`config.mk`:
```
export PLATFORM = sky130hd
export DESIGN_NAME = axi_mmio_console
export DESIGN_NICKNAME = d
export VERILOG_FILES = /design/src/rtl/mmio_pkg.sv /design/src/rtl/sync_fifo.sv /design/src/rtl/axi_mmio_console.sv
export SDC_FILE = /design/constraint.sdc
export NUM_CORES = 1
export LEC_CHECK = 0
export ABC_CLOCK_PERIOD_IN_PS = 4100
export BUFFER_PORTS_ARGS = -buffer_cell sky130_fd_sc_hd__buf_4
export CAP_MARGIN = 0
export CORE_MARGIN = 2
export CORE_UTILIZATION = 35
export DETAILED_ROUTE_END_ITERATION = 10
export PLACE_DENSITY_LB_ADDON = 0.05
export SYNTH_ARGS = -nofsm -noshare
export SYNTH_HDL_FRONTEND = slang
export SYNTH_SLANG_ARGS = --single-unit
```
`constraint.sdc`:
```
create_clock -name clk -period 4.1 [get_ports clk]
set_input_delay 0.615 -clock clk [delete_from_list [all_inputs] [get_ports clk]]
set_output_delay 0.615 -clock clk [all_outputs]
set_load 0.01 [all_outputs]
```
`src/rtl/mmio_pkg.sv`:
```
// Shared definitions for the MMIO console: register map, AXI response codes,
// default pass word, state encodings and the address decoder.
package mmio_pkg;

    localparam logic [31:0] ADDR_CONSOLE_TX    = 32'h1000_0000;
    localparam logic [31:0] ADDR_CONSOLE_STAT  = 32'h1000_0004;
    localparam logic [31:0] ADDR_TEST_STATUS   = 32'h2000_0000;
    localparam logic [31:0] ADDR_CYCLE         = 32'h2000_0004;

    localparam logic [1:0]  RESP_OKAY          = 2'b00;
    localparam logic [1:0]  RESP_SLVERR        = 2'b10;

    localparam logic [31:0] PASS_VALUE_DEFAULT = 32'd123456789;

    typedef enum logic [2:0] {
        REG_NONE,
        REG_CONSOLE_TX,
        REG_CONSOLE_STAT,
        REG_TEST_STATUS,
        REG_CYCLE
    } reg_sel_e;

    typedef enum logic {
        WR_COLLECT,
        WR_RESP
    } wr_state_e;

    typedef enum logic {
        RD_IDLE,
        RD_DATA
    } rd_state_e;

    // Decode a word address (byte address bits [31:2]); byte lanes never matter.
    function automatic reg_sel_e decode_word(input logic [29:0] word);
        reg_sel_e sel;
        sel = REG_NONE;
        if (word == ADDR_CONSOLE_TX[31:2])        sel = REG_CONSOLE_TX;
        else if (word == ADDR_CONSOLE_STAT[31:2]) sel = REG_CONSOLE_STAT;
        else if (word == ADDR_TEST_STATUS[31:2])  sel = REG_TEST_STATUS;
        else if (word == ADDR_CYCLE[31:2])        sel = REG_CYCLE;
        return sel;
    endfunction

endpackage

```
`src/rtl/sync_fifo.sv`:
```
// Single-clock FIFO with occupancy level. A push into a full FIFO is taken
// when a pop happens in the same cycle, so a streaming producer never stalls.
module sync_fifo #(
    parameter int DATA_W = 8,
    parameter int DEPTH  = 16
) (
    input  logic                     clk,
    input  logic                     resetn,
    input  logic                     push,
    input  logic [DATA_W-1:0]        push_data,
    input  logic                     pop,
    output logic [DATA_W-1:0]        head,
    output logic                     empty,
    output logic                     full,
    output logic [$clog2(DEPTH):0]   level
);

    localparam int PTR_W = $clog2(DEPTH);
    localparam int LVL_W = PTR_W + 1;

    logic [DATA_W-1:0] mem [DEPTH];
    logic [PTR_W-1:0]  wr_ptr;
    logic [PTR_W-1:0]  rd_ptr;
    logic              push_ok;
    logic              pop_ok;

    assign pop_ok  = pop && !empty;
    assign push_ok = push && (!full || pop_ok);
    assign empty   = (level == '0);
    assign full    = (level == LVL_W'(DEPTH));
    assign head    = mem[rd_ptr];

    // Storage array: data only, never reset.
    always_ff @(posedge clk) begin
        if (push_ok) begin
            mem[wr_ptr] <= push_data;
        end
    end

    // Pointers and level; power-of-two depth lets the pointers wrap naturally.
    always_ff @(posedge clk) begin
        if (!resetn) begin
            wr_ptr <= '0;
            rd_ptr <= '0;
            level  <= '0;
        end else begin
            if (push_ok) wr_ptr <= wr_ptr + PTR_W'(1);
            if (pop_ok)  rd_ptr <= rd_ptr + PTR_W'(1);
            case ({push_ok, pop_ok})
                2'b10:   level <= level + LVL_W'(1);
                2'b01:   level <= level - LVL_W'(1);
                default: level <= level;
            endcase
        end
    end

endmodule

```
`src/rtl/axi_mmio_console.sv`:
```
// AXI4-Lite MMIO slave for simulation harnesses: a console byte stream,
// a sticky pass/fail test status word and a free-running cycle counter.
module axi_mmio_console
    import mmio_pkg::*;
#(
    parameter int          FIFO_DEPTH = 16,
    parameter logic [31:0] PASS_VALUE = PASS_VALUE_DEFAULT
) (
    input  logic        clk,
    input  logic        resetn,

    input  logic        s_awvalid,
    output logic        s_awready,
    input  logic [31:0] s_awaddr,

    input  logic        s_wvalid,
    output logic        s_wready,
    input  logic [31:0] s_wdata,
    input  logic [3:0]  s_wstrb,

    output logic        s_bvalid,
    input  logic        s_bready,
    output logic [1:0]  s_bresp,

    input  logic        s_arvalid,
    output logic        s_arready,
    input  logic [31:0] s_araddr,

    output logic        s_rvalid,
    input  logic        s_rready,
    output logic [31:0] s_rdata,
    output logic [1:0]  s_rresp,

    output logic        tx_valid,
    input  logic        tx_ready,
    output logic [7:0]  tx_data,

    output logic        tests_passed,
    output logic        tests_failed
);

    localparam int LVL_W = $clog2(FIFO_DEPTH) + 1;

    wr_state_e         wr_state, wr_state_nxt;
    rd_state_e         rd_state, rd_state_nxt;
    logic              ready_en;
    logic              aw_got, w_got;
    logic [29:0]       aw_word_q;
    logic [31:0]       w_data_q;
    logic              w_strb0_q;
    logic [31:0]       cycle_cnt;

    logic              aw_hs, w_hs, b_hs, ar_hs, r_hs;
    reg_sel_e          wr_sel, rd_sel;
    logic [1:0]        wr_resp;
    logic              tx_want, tx_stall, tx_push, tx_pop, wr_commit;
    logic [31:0]       rd_data_mux;
    logic [1:0]        rd_resp_mux;

    logic              fifo_empty, fifo_full;
    logic [LVL_W-1:0]  fifo_level;
    logic [8:0]        level9;
    logic              unused_bits;

    assign unused_bits = ^{s_awaddr[1:0], s_araddr[1:0], s_wstrb[3:1], level9[8]};

    assign aw_hs = s_awvalid && s_awready;
    assign w_hs  = s_wvalid && s_wready;
    assign b_hs  = s_bvalid && s_bready;
    assign ar_hs = s_arvalid && s_arready;
    assign r_hs  = s_rvalid && s_rready;

    assign wr_sel    = decode_word(aw_word_q);
    assign wr_resp   = (wr_sel == REG_CONSOLE_TX || wr_sel == REG_TEST_STATUS) ? RESP_OKAY : RESP_SLVERR;
    assign tx_want   = (wr_sel == REG_CONSOLE_TX) && w_strb0_q;
    assign tx_pop    = tx_valid && tx_ready;
    // A console byte waits while the FIFO is full unless a pop frees a slot this cycle.
    assign tx_stall  = tx_want && fifo_full && !tx_pop;
    assign wr_commit = (wr_state == WR_COLLECT) && aw_got && w_got && !tx_stall;
    assign tx_push   = wr_commit && tx_want;

    assign tx_valid  = !fifo_empty;
    assign level9    = 9'(fifo_level);

    sync_fifo #(
        .DATA_W (8),
        .DEPTH  (FIFO_DEPTH)
    ) u_tx_fifo (
        .clk       (clk),
        .resetn    (resetn),
        .push      (tx_push),
        .push_data (w_data_q[7:0]),
        .pop       (tx_pop),
        .head      (tx_data),
        .empty     (fifo_empty),
        .full      (fifo_full),
        .level     (fifo_level)
    );

    // Hold all readies low for the first cycle after reset.
    always_ff @(posedge clk) begin
        if (!resetn) ready_en <= 1'b0;
        else         ready_en <= 1'b1;
    end

    // Track which write halves are held; both clear together on the B handshake.
    always_ff @(posedge clk) begin
        if (!resetn) begin
            aw_got <= 1'b0;
            w_got  <= 1'b0;
        end else begin
            if (b_hs)       aw_got <= 1'b0;
            else if (aw_hs) aw_got <= 1'b1;
            if (b_hs)       w_got  <= 1'b0;
            else if (w_hs)  w_got  <= 1'b1;
        end
    end

    // Capture write address and data as each channel handshakes.
    always_ff @(posedge clk) begin
        if (aw_hs) aw_word_q <= s_awaddr[31:2];
        if (w_hs) begin
            w_data_q  <= s_wdata;
            w_strb0_q <= s_wstrb[0];
        end
    end

    // Write FSM state register.
    always_ff @(posedge clk) begin
        if (!resetn) wr_state <= WR_COLLECT;
        else         wr_state <= wr_state_nxt;
    end

    // Write FSM next state: respond once the write has taken effect.
    always_comb begin
        wr_state_nxt = wr_state;
        case (wr_state)
            WR_COLLECT: if (wr_commit) wr_state_nxt = WR_RESP;
            WR_RESP:    if (s_bready)  wr_state_nxt = WR_COLLECT;
            default:                   wr_state_nxt = WR_COLLECT;
        endcase
    end

    // Write FSM outputs: one write outstanding, response held until accepted.
    always_comb begin
        s_awready = ready_en && (wr_state == WR_COLLECT) && !aw_got;
        s_wready  = ready_en && (wr_state == WR_COLLECT) && !w_got;
        s_bvalid  = (wr_state == WR_RESP);
        s_bresp   = (wr_state == WR_RESP) ? wr_resp : RESP_OKAY;
    end

    // Sticky test status flags.
    always_ff @(posedge clk) begin
        if (!resetn) begin
            tests_passed <= 1'b0;
            tests_failed <= 1'b0;
        end else if (wr_commit && wr_sel == REG_TEST_STATUS) begin
            if (w_data_q == PASS_VALUE) tests_passed <= 1'b1;
            else                        tests_failed <= 1'b1;
        end
    end

    // Free-running cycle counter.
    always_ff @(posedge clk) begin
        if (!resetn) cycle_cnt <= '0;
        else         cycle_cnt <= cycle_cnt + 32'd1;
    end

    // Read data/response selection for the address presented on AR.
    always_comb begin
        rd_sel      = decode_word(s_araddr[31:2]);
        rd_data_mux = '0;
        rd_resp_mux = RESP_OKAY;
        case (rd_sel)
            REG_CONSOLE_STAT: rd_data_mux = {23'b0, fifo_full, level9[7:0]};
            REG_TEST_STATUS:  rd_data_mux = {30'b0, tests_failed, tests_passed};
            REG_CYCLE:        rd_data_mux = cycle_cnt;
            default:          rd_resp_mux = RESP_SLVERR;
        endcase
    end

    // Read FSM state register.
    always_ff @(posedge clk) begin
        if (!resetn) rd_state <= RD_IDLE;
        else         rd_state <= rd_state_nxt;
    end

    // Read FSM next state: one read in flight, returned the cycle after AR.
    always_comb begin
        rd_state_nxt = rd_state;
        case (rd_state)
            RD_IDLE: if (ar_hs) rd_state_nxt = RD_DATA;
            RD_DATA: if (r_hs)  rd_state_nxt = RD_IDLE;
            default:            rd_state_nxt = RD_IDLE;
        endcase
    end

    // Read FSM outputs.
    always_comb begin
        s_arready = ready_en && (rd_state == RD_IDLE);
        s_rvalid  = (rd_state == RD_DATA);
    end

    // Read data is frozen at AR acceptance so it stays stable until taken.
    always_ff @(posedge clk) begin
        if (!resetn) begin
            s_rdata <= '0;
            s_rresp <= RESP_OKAY;
        end else if (ar_hs) begin
            s_rdata <= rd_data_mux;
            s_rresp <= rd_resp_mux;
        end
    end

endmodule

```
# After elaboration in Yosys (flattened, before gate mapping)
# Memories as Yosys holds them, arrays and structs flattened. A register that Yosys moved wholly into a read port is not among the register bits.
# Index checks and enable logic that the tools add are counted.
# totals
ff_bits,149
latchBits,0
ramBits,128
romBits,0
in_bits,108
word_cells,101
memories,1
# memory_table
memory,depth,word_bits,rd,rd_clocked_by_memory_dff,wr,line_no,text
u_tx_fifo.mem,16,8,1,1,1,sync_fifo.sv:21,logic [DATA_W-1:0] mem [DEPTH];
# classes
addsub,5
n_mul,0
div_mod_pow,0
n_lt_le_gt_ge,0
n_eq_ne,17
shifts,0
mux,24
bitwise,4
reduce_logical,34
# ops
operator,count
equality test 30 x 27 -> 1 bit (second input constant),4
equality test 30 x 28 -> 1 bit (second input constant),4
one-hot mux 32 bit (3 select lines),1
adder 32 x 1 -> 32 bit (second input constant),1
equality test 32 x 27 -> 1 bit (second input constant),1
two-way mux 3 bit,8
logical AND 1 bit,20
one-hot mux 5 bit (2 select lines),1
equality test 3 x 2 -> 1 bit (second input constant),3
adder 4 x 1 -> 4 bit (second input constant),2
two-way mux 4 bit,2
two-way mux 1 bit,7
logical NOT 1 bit,6
two-way mux 2 bit,3
adder 5 x 1 -> 5 bit (second input constant),1
equality test 5 bit (second input constant),1
logical NOT 5 bit,1
subtractor 5 x 1 -> 5 bit (second input constant),1
inverter 1 bit,4
one-hot mux 1 bit (2 select lines),2
AND reduction 2 bit,2
equality test 3 x 1 -> 1 bit (second input constant),1
equality test 3 bit (second input constant),1
OR reduction 3 bit,1
5 further kinds,6

# Longest topological paths before layout
# logic_depth
depth_word,15
ltp_mapped,14
ltp_nobuf,10

# By module
# A second synthesis with hierarchy kept.
# unflattened
hier_cells,779
hier_area_um2,11069.4
# modules_own_cells
module,n_inst,cells_per_inst,area_per_inst_um2,seq_area_each_um2
sync_fifo,1,323,5895.7,4184.0
axi_mmio_console,1,456,5173.7,3333.2

# Least setup slack after synthesis
# No wires, ideal clock.
# synth_path
path_kind,reg2reg
from,register aw_word_q[10]
to,register u_tx_fifo.level[4]
setup_ns,0.072
t_arrival_ns,3.051
required_ns,4.028
path_slack_ns,0.977
stages_incl_launch_ff,14
n_path_buf,3
period_less_slack_ns,3.123
cell_sequence,edfxtp_1 -> nor4_1 -> nand4_1 -> or4_1 -> buf_6 -> buf_6 -> ha_1 -> clkbuf_1 -> xor2_1 -> ha_1 -> a21oi_1 -> or3_1 -> a31oi_1 -> mux2i_1
# synth_via
elab_chain_len,15
# synth_rtl
item,line_no,text
start: declaration,axi_mmio_console.sv:48,logic [29:0] aw_word_q;
start signal: assignment,axi_mmio_console.sv:121,if (aw_hs) aw_word_q <= s_awaddr[31:2];
equality test 30 x 28 -> 1 bit,mmio_pkg.sv:40,else if (word == ADDR_CYCLE[31:2]) sel = REG_CYCLE;
two-way mux 3 bit,mmio_pkg.sv:40,
two-way mux 3 bit,mmio_pkg.sv:39,else if (word == ADDR_TEST_STATUS[31:2]) sel = REG_TEST_STATUS;
two-way mux 3 bit,mmio_pkg.sv:38,else if (word == ADDR_CONSOLE_STAT[31:2]) sel = REG_CONSOLE_STAT;
two-way mux 3 bit (*),mmio_pkg.sv:37,if (word == ADDR_CONSOLE_TX[31:2]) sel = REG_CONSOLE_TX;
equality test 3 x 1 -> 1 bit (*),axi_mmio_console.sv:75,assign tx_want = (wr_sel == REG_CONSOLE_TX) && w_strb0_q;
logical AND 1 bit (*),axi_mmio_console.sv:75,
logical AND 1 bit (2 in a row),axi_mmio_console.sv:78,assign tx_stall = tx_want && fifo_full && !tx_pop;
logical NOT 1 bit,axi_mmio_console.sv:79,assign wr_commit = (wr_state == WR_COLLECT) && aw_got && w_got && !tx_stall;
logical AND 1 bit,axi_mmio_console.sv:79,
logical AND 1 bit (*),axi_mmio_console.sv:80,assign tx_push = wr_commit && tx_want;
logical AND 1 bit (*),sync_fifo.sv:28,assign push_ok = push && (!full || pop_ok);
equality test 2 x 1 -> 1 bit or equality test 2 bit (tied branches),sync_fifo.sv:49,"case ({push_ok, pop_ok})"
one-hot mux 5 bit (2 select lines) or nonzero test 2 bit (tied branches),--,
end signal: assignment,sync_fifo.sv:50,2'b10: level <= level + LVL_W'(1);
end signal: assignment,sync_fifo.sv:51,2'b01: level <= level - LVL_W'(1);
end signal: assignment,sync_fifo.sv:52,default: level <= level;
end: declaration,sync_fifo.sv:15,output logic [$clog2(DEPTH):0] level
# Every way passes the cells marked *; elsewhere a longest branch is shown, timed or not.
# A chain may end at the register's enable or synchronous reset.

# Worst setup path in the final report
# layout_path
from,register aw_word_q[2]
to,register u_tx_fifo.level[2]
# Same word-level chain as after synthesis.

==> flow_summary.json <==
{
  "status": "completed",
  "powerDensity_nw_per_um2": 442,
  "routed_wl_um": 24300,
  "n_fill_cell": 2818,
  "r2r_cells": 11,
  "grt_use_met1_pct": 18.8,
  "hp-start": "s_wdata[26]",
  "setup_tns_ns": 0,
  "holdPathEnd": "w_data_q[26]",
  "drtAntennaViolNets": 0,
  "gp_congestion": 0.766,
  "r2r-end": "u_tx_fifo.level[2]",
  "grt.met2_usage_pct": 25.9,
  "syn_area_um2": 11000,
  "p_leak_uw": 0.00474,
  "htree_levels": 1,
  "max_clock_freq_mhz": 289,
  "antennaDiodeCount": 0,
  "synth.most_common_cell": "edfxtp_1",
  "crit_path_start_kind": "flop",
  "reg2reg_from": "aw_word_q[2]",
  "area_delta_synth_final_pct": 23.8,
  "numCtsBuffers": 31,
  "ios": 160,
  "core_area_um2": 30700,
  "r2r_setup_slack_ns": 0.65,
  "synth_edf_count": 191,
  "route.vias.total": 6650,
  "drive_gt1_share_pct": 31.7,
  "cp.buffers_inverters": 1,
  "antenna_found_initial": 0,
  "clock-sinks": 280,
  "final_area_um2": 13600,
  "clk_pin_slew_ns": 0.06,
  "post_cts_buffers": 0,
  "grt.total_usage_pct": 14.7,
  "path_class": "reg2reg",
  "ys_async_sr_fraction_pct": 0,
  "slew-limit-headroom_pct": 38.8,
  "critPathArrivalTime_ns": 3.94,
  "grt_start_max_net_pins": 41,
  "viasPerCell": 5.14,
  "hold_violations": 0,
  "post-route-min-period_ns": 3.45,
  "place_area_um2": 12500,
  "grt-ovfl-total": 0,
  "peakVddDrop_v": 0.000340,
  "hpwl_um": 16800,
  "crit_path_max_incr_delay_ns": 0.58,
  "cts.path.max_buffers": 3,
  "worstPathMaxFanout": 20,
  "synth.distinct_cells": 57,
  "drt_iter0_markers": 246,
  "nNetsFinal": 990,
  "yosysSeqAreaShare_pct": 68.5,
  "ys_warn_count": 0,
  "cts.repair.resized": 0,
  "setup_viol": 0,
  "fin_crit_sh_pct": 84.3,
  "synth_top_cells_by_count": "191 x edfxtp_1, 89 x dfxtp_1, 40 x mux4_2, 33 x nand2_1, 24 x nor2_1",
  "syn_inst": 709,
  "cts_tree": "yes",
  "hold_path.class": "in2reg",
  "grt_pass1_vias": 6864,
  "max-cap-violations": 0,
  "dp_slack_ns": 0.653,
  "critPathCaptureType": "flop",
  "tightest_slew_ns": 0.918,
  "fp.dieH_um": 181,
  "drc_errors": 0,
  "rsz0062_at_grt": "no",
  "synth_area_leaders": "edfxtp_1 52%, dfxtp_1 16%, mux4_2 8.2%",
  "fp-row-count": 64,
  "root_buffer": "clkbuf_16",
  "hold_path_depth": 1,
  "crit_required_ns": 4.58,
  "hold_buffers": 0,
  "port_buffers": 150,
  "cp_top_family": "simple AND/OR/NAND/NOR gates",
  "synth_flop_cell": "edfxtp_1",
  "grt_pass1_wl_um": 38100,
  "synth_top_area_cell": "edfxtp_1",
  "slew_violations": 0,
  "wl_per_cell_um": 18.8,
  "clk_latency_ns": 0.56,
  "fin_skew_ns": 0.00948,
  "die_area_um2": 32800,
  "grt_use_met3_pct": 2.98,
  "critPathSlowestCell": "or4_1",
  "path_cells": "nor4_1 > nand4_1 > or4_1 > buf_4 > ha_1 > xor2_1 > ha_1 > a21oi_1 > xor2_1 > or3_1 > a21oi_1",
  "firstDrtPassIters": 4,
  "yosys_register_bits": 280,
  "post-synth-top-area-fraction_pct": 52.3,
  "start_util_pct": 35.7,
  "fp.dieW_um": 181,
  "setup_ws_ns": 0.646,
  "syn_area_per_cell_um2": 15.5,
  "top_usage_layer": "met2"
}
==> worst register-to-register path, delay by kind of cell, from the launching register on <==
kind                       cells  cell delay [ns]
adders and majority gates      2             0.52
xor gates and xnor gates       2             0.31
DFF                            1             0.36
buffers and inverters          1             0.23
and+or+nand+nor                4             1.58
AOI/OAI and AO/OA              2             0.40
==> state kept, by name, summed over array words and instances, names as in the netlist, named ones only <==
signal and count:
tests_passed 1, tests_failed 1, w_got 1, cycle_cnt 32, ready_en 1, s_rdata 32, s_bvalid 1, u_tx_fifo.wr_ptr 4
aw_got 1, aw_word_q 30, s_rvalid 1, u_tx_fifo.rd_ptr 4, w_data_q 32, s_rresp 1, u_tx_fifo.level 5, u_tx_fifo.mem 128
w_strb0_q 1
==> layer usage <==
| metal | share of wire, % | up-vias | wire length, um |
|---|---|---|---|
| li1 | - | 3143 | - |
| met1 | 43 | 3314 | 10400 |
| met2 | 51 | 161 | 12300 |
| met3 | 4.9 | 32 | 1190 |
| met4 | 1.5 | 0 | 367 |
| met5 | 0 | - | 0 |
==> report_power, final <==
part	switching [uW]	leakage [uW]	internal (uW)
sequential	28.2	0.00246	3050
clock	1100	0.000508	1670
combinational	66.9	0.00177	82.3
total	1190	0.00474	4810
==> worst max-delay path by stage <==
stage	slack, ns	from	cells after the start	endpoint
after detailed placement	0.65	aw_word_q[2]	11	u_tx_fifo.level[2]
final	0.65	aw_word_q[2]	11	u_tx_fifo.level[2]
after floorplan	0.98	aw_word_q[10]	13	u_tx_fifo.level[4]
after CTS	0.63	aw_word_q[2]	11	u_tx_fifo.level[2]
after global routing	0.37	aw_word_q[2]	11	u_tx_fifo.level[2]
after global placement	0.77	aw_word_q[2]	11	u_tx_fifo.level[4]
==> cell families after synthesis <==
| group | share of synthesized area (%) |
|---|---|
| XOR/XNOR | 1.36 |
| AND/OR/NAND/NOR | 11.2 |
| other | 0.0342 |
| flip-flops | 68.5 |
| buffers and inverters | 2.35 |
| adder cells (fa/ha/maj) | 1.03 |
| multiplexers | 9.31 |
| AO/OA/AOI/OAI | 6.23 |
==> stage by stage <==
step | util, % | power [uW] | hold WS (ns) | instances
after CTS | 44.2 | 6080 | 0.199 | 1294
after floorplan | - | 3180 | 0.437 | 710
after global placement | 40.8 | 3290 | 0.467 | 1236
after detailed placement | 40.8 | 3290 | 0.470 | 1236
after global routing | 44.2 | 6230 | 0.186 | 1294
final | 44.2 | 6000 | 0.229 | 1294
==> cell usage in the layout (no fill, tap or decap), drive strengths merged, types with 4 or more instances in the layout <==
cell and count:
mux4 40, or4 19, inv 12, o21ai 16, nand2b 13, and2 6, buf 169, nand4 21
and4 5, nor2 24, o31ai 11, a22o 26, and3 5, xor2 14, ha 9, bufinv 4
nor4bb 4, dfxtp 89, or3 9, nand3 12, edfxtp 191, o21a 5, mux2i 12, clkbuf 37
nor3 15, nand2 33, a22oi 5, nor4 23, a21oi 21, clkinv 15
==> final cells by class <==
| class | count | area [um2] | area share [%] |
|---|---|---|---|
| clock buffer | 37 | 818 | 6.02 |
| sequential | 280 | 7520 | 55.4 |
| clock inverter | 21 | 216 | 1.59 |
| multi-input combinational | 380 | 3220 | 23.7 |
| timing repair buffer | 169 | 1270 | 9.34 |
| inverter | 11 | 41.3 | 0.304 |
| tap | 396 | 495 | 3.65 |
(Power assumes the default switching activity.)
